==> config.mk <==
export PLATFORM = sky130hd
export DESIGN_NAME = id_ex_stage
export DESIGN_NICKNAME = d
export VERILOG_FILES = /design/src/rtl/pipe_pkg.sv /design/src/rtl/alu_ctrl_dec.sv /design/src/rtl/id_ex_stage.sv
export SDC_FILE = /design/constraint.sdc
export NUM_CORES = 1
export LEC_CHECK = 0
export CORE_AREA = 4 4 125 127
export CTS_CLUSTER_DIAMETER = 50
export DETAILED_ROUTE_END_ITERATION = 12
export DIE_AREA = 0 0 129 131
export PLACE_DENSITY = 0.93
export SKIP_CTS_REPAIR_TIMING = 1
export SLEW_MARGIN = 20
export SYNTH_ARGS = -nofsm -noshare
export SYNTH_HDL_FRONTEND = slang
export SYNTH_SLANG_ARGS = --single-unit
==> constraint.sdc <==
create_clock -name clk_i -period 5.55 [get_ports clk_i]
set_input_delay 1.3875 -clock clk_i [delete_from_list [all_inputs] [get_ports clk_i]]
set_output_delay 1.3875 -clock clk_i [all_outputs]
set_load 0.01 [all_outputs]
==> src/rtl/pipe_pkg.sv <==
// rtl/pipe_pkg.sv - shared pipeline constants: ALU codes, ALUOp encodings, ctrl bit indices
package pipe_pkg;

  localparam logic [2:0] ALU_ADD = 3'b010;
  localparam logic [2:0] ALU_MUL = 3'b100;
  localparam logic [2:0] ALU_SUB = 3'b110;
  localparam logic [2:0] ALU_AND = 3'b000;
  localparam logic [2:0] ALU_OR  = 3'b001;

  localparam logic [1:0] ALUOP_LDST  = 2'b00;
  localparam logic [1:0] ALUOP_BR    = 2'b01;
  localparam logic [1:0] ALUOP_RTYPE = 2'b10;
  localparam logic [1:0] ALUOP_ITYPE = 2'b11;

  // {funct7, funct3} patterns recognised for R-type
  localparam logic [9:0] FUNCT_ADD = 10'b0000000_000;
  localparam logic [9:0] FUNCT_SUB = 10'b0100000_000;
  localparam logic [9:0] FUNCT_MUL = 10'b0000001_000;
  localparam logic [9:0] FUNCT_AND = 10'b0000000_111;
  localparam logic [9:0] FUNCT_OR  = 10'b0000000_110;

  localparam int CTRL_W        = 4;
  localparam int CTRL_REGWRITE = 3;
  localparam int CTRL_MEMTOREG = 2;
  localparam int CTRL_MEMREAD  = 1;
  localparam int CTRL_MEMWRITE = 0;

endpackage

==> src/rtl/alu_ctrl_dec.sv <==
// rtl/alu_ctrl_dec.sv - combinational ALUOp + funct to 3-bit ALU control decode
module alu_ctrl_dec
  import pipe_pkg::*;
(
  input  logic [1:0] aluop,
  input  logic [9:0] funct,
  output logic [2:0] alu_ctrl
);

  always_comb begin
    alu_ctrl = ALU_AND;
    case (aluop)
      ALUOP_LDST:  alu_ctrl = ALU_ADD;
      ALUOP_BR:    alu_ctrl = ALU_SUB;
      ALUOP_ITYPE: alu_ctrl = ALU_ADD;
      ALUOP_RTYPE: begin
        // unrecognised funct falls back to AND
        case (funct)
          FUNCT_ADD: alu_ctrl = ALU_ADD;
          FUNCT_SUB: alu_ctrl = ALU_SUB;
          FUNCT_MUL: alu_ctrl = ALU_MUL;
          FUNCT_AND: alu_ctrl = ALU_AND;
          FUNCT_OR:  alu_ctrl = ALU_OR;
          default:   alu_ctrl = ALU_AND;
        endcase
      end
      default: alu_ctrl = ALU_AND;
    endcase
  end

endmodule

==> src/rtl/id_ex_stage.sv <==
// rtl/id_ex_stage.sv - ID/EX register with ALU control, operand forwarding and load-use stall
module id_ex_stage
  import pipe_pkg::*;
#(
  parameter int XLEN    = 32,
  parameter int RADDR_W = 5
) (
  input  logic               clk_i,
  input  logic               rst_i,
  input  logic               flush_i,
  input  logic               id_valid_i,
  input  logic [RADDR_W-1:0] id_rs1_i,
  input  logic [RADDR_W-1:0] id_rs2_i,
  input  logic [RADDR_W-1:0] id_rd_i,
  input  logic [XLEN-1:0]    id_rs1_data_i,
  input  logic [XLEN-1:0]    id_rs2_data_i,
  input  logic [XLEN-1:0]    id_imm_i,
  input  logic [1:0]         id_aluop_i,
  input  logic [9:0]         id_funct_i,
  input  logic               id_alusrc_i,
  input  logic [CTRL_W-1:0]  id_ctrl_i,
  input  logic [RADDR_W-1:0] exm_rd_i,
  input  logic               exm_we_i,
  input  logic [XLEN-1:0]    exm_data_i,
  input  logic [RADDR_W-1:0] mwb_rd_i,
  input  logic               mwb_we_i,
  input  logic [XLEN-1:0]    mwb_data_i,
  output logic               stall_o,
  output logic               valid_o,
  output logic [XLEN-1:0]    data1_o,
  output logic [XLEN-1:0]    data2_o,
  output logic [XLEN-1:0]    store_data_o,
  output logic [2:0]         ALUCtrl_o,
  output logic [RADDR_W-1:0] rd_o,
  output logic [CTRL_W-1:0]  ctrl_o
);

  logic               valid_q;
  logic [CTRL_W-1:0]  ctrl_q;
  logic [RADDR_W-1:0] rd_q;
  logic [RADDR_W-1:0] rs1_q;
  logic [RADDR_W-1:0] rs2_q;
  logic [XLEN-1:0]    rs1_data_q;
  logic [XLEN-1:0]    rs2_data_q;
  logic [XLEN-1:0]    imm_q;
  logic               alusrc_q;
  logic [2:0]         alu_ctrl_q;
  logic [2:0]         alu_ctrl_d;
  logic               bubble;
  logic [XLEN-1:0]    fwd_rs1;
  logic [XLEN-1:0]    fwd_rs2;

  alu_ctrl_dec u_alu_ctrl_dec (
    .aluop    (id_aluop_i),
    .funct    (id_funct_i),
    .alu_ctrl (alu_ctrl_d)
  );

  // Load in EX whose destination ID is about to read: hold ID/IF one cycle
  assign stall_o = id_valid_i && valid_q && ctrl_q[CTRL_MEMREAD] && (rd_q != '0) &&
                   ((rd_q == id_rs1_i) || (rd_q == id_rs2_i));

  assign bubble = stall_o || flush_i || !id_valid_i;

  always_ff @(posedge clk_i) begin
    if (rst_i) begin
      valid_q    <= 1'b0;
      ctrl_q     <= '0;
      rd_q       <= '0;
      rs1_q      <= '0;
      rs2_q      <= '0;
      rs1_data_q <= '0;
      rs2_data_q <= '0;
      imm_q      <= '0;
      alusrc_q   <= 1'b0;
      alu_ctrl_q <= ALU_AND;
    end else begin
      valid_q    <= !bubble;
      ctrl_q     <= bubble ? '0 : id_ctrl_i;
      rd_q       <= bubble ? '0 : id_rd_i;
      rs1_q      <= id_rs1_i;
      rs2_q      <= id_rs2_i;
      rs1_data_q <= id_rs1_data_i;
      rs2_data_q <= id_rs2_data_i;
      imm_q      <= id_imm_i;
      alusrc_q   <= id_alusrc_i;
      alu_ctrl_q <= alu_ctrl_d;
    end
  end

  // Youngest producer wins; x0 is hard-wired and never forwarded
  always_comb begin
    fwd_rs1 = rs1_data_q;
    if (exm_we_i && (exm_rd_i != '0) && (exm_rd_i == rs1_q)) begin
      fwd_rs1 = exm_data_i;
    end else if (mwb_we_i && (mwb_rd_i != '0) && (mwb_rd_i == rs1_q)) begin
      fwd_rs1 = mwb_data_i;
    end
  end

  always_comb begin
    fwd_rs2 = rs2_data_q;
    if (exm_we_i && (exm_rd_i != '0) && (exm_rd_i == rs2_q)) begin
      fwd_rs2 = exm_data_i;
    end else if (mwb_we_i && (mwb_rd_i != '0) && (mwb_rd_i == rs2_q)) begin
      fwd_rs2 = mwb_data_i;
    end
  end

  assign data1_o      = fwd_rs1;
  assign data2_o      = alusrc_q ? imm_q : fwd_rs2;
  assign store_data_o = fwd_rs2;
  assign ALUCtrl_o    = alu_ctrl_q;
  assign valid_o      = valid_q;
  assign rd_o         = rd_q;
  assign ctrl_o       = ctrl_q;

endmodule

Word-level counts from Yosys, hierarchy flattened:

Cells that the tools add are included.
W data, S select, Z words.

* input port bits: 208
* logic and storage cells: 51
* output and inout bits: 110
* register bits after elaboration: 120

* muxes and demuxes: 7
* reductions and logical operators: 22
* eq/ne operators: 12

Operators by type and width (count)
* $mux W32: 5
* $eq A5 B5 Y1: 6
* $reduce_bool A5 Y1: 3
* $pmux W3 S4: 1
* $eq A10 B3 Y1 const B: 1
* $eq A10 B4 Y1 const B: 1
* $eq A10 B9 Y1 const B: 1
* $logic_and A1 B1 Y1: 10
* $logic_not A10 Y1: 1
* $pmux W3 S3: 1
* $eq A2 B2 Y1 const B: 2
* $reduce_or A2 Y1: 2
* $logic_or A1 B1 Y1: 3
* $eq A2 B1 Y1 const B: 1
* $logic_not A1 Y1: 2
* $logic_not A2 Y1: 1

Logic depth before layout (Yosys ltp):

* depth in word-level cells: 7
* mapped depth: 7
* depth with buffers taken out: 6

By module:

From an unflattened synthesis, not the netlist that was laid out.

* cells, all modules: 689
* area total of the unflattened synthesis: 6152.2 µm²

By module, submodules not included
* id_ex_stage: seq. area each 2402.3 µm², cells each 674, times used 1, area each 6030.8 µm²
* alu_ctrl_dec: seq. area each 0.0 µm², cells each 15, times used 1, area each 121.4 µm²

Worst setup path before layout:

No wires, ideal clock.

* path kind: in2out
* start: input exm_rd_i[1]
* end: output data2_o[10]
* arrival: 2721 ps
* buffers on the path: 2
* stages: 7
* slack: 1441 ps
* required time: 4163 ps
* path through: or4_4 nor2_2 or3_1 buf_2 buf_2 nor2_1 o31ai_2

* longest elaborated chain between the ends: 5
* elaborated cells on any way between the ends: 6
* those cells by class: 1 x eq/ne; 2 x mux; 3 x reduce/logical

RTL lines
* from (decl): RTL line id_ex_stage.sv:22 `input logic [RADDR_W-1:0] exm_rd_i,`
* $reduce_bool A5 Y1: RTL line id_ex_stage.sv:103 `if (exm_we_i && (exm_rd_i != '0) && (exm_rd_i == rs2_q)) begin`
* $logic_and A1 B1 Y1: RTL line id_ex_stage.sv:103
* $logic_and A1 B1 Y1 (*): RTL line id_ex_stage.sv:103
* $mux W32 (*): RTL line id_ex_stage.sv:103
* $mux W32 (*): RTL line id_ex_stage.sv:111 `assign data2_o = alusrc_q ? imm_q : fwd_rs2;`
* to (decl): RTL line id_ex_stage.sv:31 `output logic [XLEN-1:0] data2_o,`

Mark *: on every way between the ends. The rest lies on a longest branch, timed or not.

Worst setup path in the final report:

* start: input exm_rd_i[0]
* end: output data1_o[30]

* longest elaborated chain between the ends: 4
* elaborated cells on any way between the ends: 5
* those cells by class: 1 x eq/ne; 1 x mux; 3 x reduce/logical

RTL lines
* $reduce_bool A5 Y1: RTL line id_ex_stage.sv:94 `if (exm_we_i && (exm_rd_i != '0) && (exm_rd_i == rs1_q)) begin`
* $logic_and A1 B1 Y1: RTL line id_ex_stage.sv:94
* $logic_and A1 B1 Y1 (*): RTL line id_ex_stage.sv:94
* $mux W32 (*): RTL line id_ex_stage.sv:94
* to (decl): RTL line id_ex_stage.sv:30 `output logic [XLEN-1:0] data1_o,`

Marked as above.

==> flow_summary_export.csv <==
group,metric,value,unit
status,status,"finished clean",
setup_path,rr_endpoint,"rd_o[0]",
cts,clk_path_buf_depth,2,
global_route,grt_pass1_wl,31.95,mm
worst_hold_path,hp-start,"valid_o",
cts,h-tree-depth,4,
sta,fmax,186.1,MHz
global_route,grt_usage,24.59,%
placement,portBuffers,317,
global_route,antenna_found_initial,1,
placement,dp.cells,1152,
floorplan,ios,318,
cts,root_buffer,"clkbuf_16",
sta,fin_crit_sh,96.83,%
setup_path,rr_startpoint,"rd_o[2]",
floorplan,start_util,42.38,%
worst_hold_path,whs_path_depth,3,
synthesis,synth_fp_nets,895,
final_layout,final_nets,1197,
sta,worst_pin_slew,1.014,ns
setup_path,crit_top_cell,"clkdlybuf4s50_1",
global_route,overflow,0,
sta,rsz0062_at_grt,"no",
drt,wl_met1,7.804,mm
floorplan,core,14420,um2
drt,first_pass_iters,4,
setup_path,reg2regPathDepth,5,
placement,place.gp.congestion,0.8535,
sta,hold_viol_final,0,
synthesis,synth_cells,685,
cts,cts_tree,"built",
synthesis,ys_ff_latch,120,
setup_path,crit_chain,"clkdlybuf4s50_1 -> xnor2_1 -> nand3_1 -> or4_2 -> buf_4 -> a21oi_1 -> clkdlybuf4s50_1",
synthesis,synth_edf_count,0,
final_layout,area_growth,64.88,%
synthesis,ys_async_sr_fraction,0,%
setup_path,cp.required,4.16,ns
setup_path,regToRegSetupSlack,4.08,ns
flow_run,drv_cap,0,
final_layout,final_util,69.88,%
drt,wl,21.40,mm
sta,layout_min_cycle_time,5.374,ns
setup_path,cp_slowest_stage_delay,0.68,ns
setup_path,crit_type,"primary input to output pin",
placement,dp_slack,0.2062,ns
drt,routedWlPerCell,18.08,um
floorplan,die_h,131,um
floorplan,dieArea,16900,um2
setup_path,cp-start-kind,"primary input",
power,power.density,261.0,nW/um2
cts,clkTransAtPathRegs,0.05,ns
synthesis,syn-cell-area,6113,um2
global_route,grt_pass1_vias,6264,
drt,wl_met3,1.767,mm
power,leakage,3.768,nW
final_layout,fin_cells,1184,
sta,setup_viol_count_final,0,
power,peakVddDrop,197.9,uV
cts,cts.sinks,120,
sta,report.final.slew_viol_count,0,
floorplan,fp-row-count,44,
sta,fin_setup_tns,0,ns
synthesis,synth.distinct_cells,39,
drt,drc,0,
worst_hold_path,hold_path_class,"register to register",
setup_path,cp_slowest_cell,"or4_2",
worst_hold_path,min_to,"valid_o",
drt,viasPerCell,5.145,
final_layout,drive_gt1_share,12.21,%
sta,relSlewSlack,32.37,%
setup_path,cp.arrival,3.99,ns
floorplan,die_x,129,um
sta,final.setup_skew,0.005180,ns
setup_path,cp_max_fo,32,
synthesis,synth.avg_cell_area,8.925,um2
drt,top_layer_used,"met4",
drt,drtIter0Drc,262,
drt,ant_nets,0,
cts,clock_latency,0.41,ns
synthesis,yosys_warnings,0,
global_route,grt_max_degree,64,
setup_path,worstSetupEndpointType,"output pin",
synthesis,synth_ff_type,"dfxtp_1",
drt,routed-wl-met2,11.04,mm
sta,fin_ws,0.1761,ns
synthesis,ys_seq_area_share,39.30,%
placement,place_hpwl,16.44,mm
cts,numCtsBuffers,17,
drt,vias,6092,
[final cells by class]
cell class | instances | area (um2)
fill | 1083 | 4344
timing repair buffer | 336 | 3363
multi-input combinational | 474 | 3308
sequential | 120 | 2404
clock buffer | 22 | 484.2
tap | 184 | 230.2
clock inverter | 9 | 145.1
inverter | 38 | 142.6
antenna | 1 | 2.502
[placed cells by master, fill, tap and decap left out, types with 30 or more instances in the layout]
master	instances
clkdlybuf4s50_1	316
dfxtp_1	119
nor2b_1	107
nor2_1	100
nand2_1	37
inv_1	36
a21oi_1	35
mux2i_1	32
a41oi_1	32
a211oi_2	30
o31ai_2	30
[synthesized netlist by cell type, drive strengths merged (26+ instances only)]
| cell type | count | area (um2) |
|---|---|---|
| nor2b | 107 | 669.4 |
| mux2i | 32 | 320.3 |
| clkbuf | 27 | 101.4 |
| a21oi | 35 | 175.2 |
| a211oi | 32 | 390.4 |
| dfxtp | 120 | 2402 |
| o31ai | 32 | 390.4 |
| a41oi | 32 | 280.3 |
| inv | 38 | 142.6 |
| nor2 | 101 | 381.6 |
| nand2 | 37 | 138.9 |
| buf | 26 | 190.2 |
[report_power, final]
part	internal [mW]	leakage, nW	switching (mW)
registers	0.907	0.998	0.0230
clock network	0.792	0.316	0.375
logic	0.321	2.45	0.213
total	2.02	3.77	0.610
[flip-flops by register name, indices dropped and copies added (netlist names)]
signal and count:
rs2_data_q 32, ALUCtrl_o 3, valid_o 1, rd_o 5, alusrc_q 1, rs2_q 5, rs1_q 5, rs1_data_q 32
imm_q 32, ctrl_o 4
[cells by family (layout without fill, tap and decap cells)]
group	after synthesis	in the layout	synth area share (%)
flops	120	120	39.30
xor+xnor	28	28	4.012
simple gates	275	275	22.70
buf+inv	91	405	7.102
mux	32	32	5.240
other cells	0	1	0
compound gates	137	137	21.24
fa+ha+maj	2	2	0.4093
[worst max-delay path: cells and delay by family]
kind	cells	cell delay, ns
buffers and inverters	3	1.42
AND/OR/NAND/NOR	2	0.78
AO/OA/AOI/OAI	1	0.23
XOR/XNOR	1	0.15
[worst max-delay path by stage]
| stage | startpoint | end | slack, ns | cells past startpoint |
|---|---|---|---|---|
| finish | exm_rd_i[0] | data1_o[30] | 0.18 | 7 |
| global route | exm_rd_i[0] | data1_o[30] | 0.06 | 7 |
| CTS | exm_rd_i[0] | data1_o[30] | 0.17 | 7 |
| detailed placement | exm_rd_i[0] | data1_o[30] | 0.21 | 7 |
| global placement | exm_rd_i[0] | data1_o[30] | 0.23 | 7 |
| floorplan | exm_rd_i[1] | data2_o[10] | 1.44 | 7 |
[layer usage]
metal / vias to the layer above / GRT usage [%]
met5: - / 0
met4: 0 / 12.42
met3: 50 / 7.561
met2: 276 / 44.42
met1: 2822 / 25.83
li1: 2944 / -
[metrics by stage]
stage	power, mW	hold WS, ns	instance area, um2
after CTS	2.652	0.8402	10080
after floorplan	1.153	0.7671	6113
after global placement	1.472	0.7738	9448
after global routing	2.726	0.9548	10080
after detailed placement	1.482	0.8358	9448
final	2.631	0.8406	10080
Power figures use the tool's default switching activity.
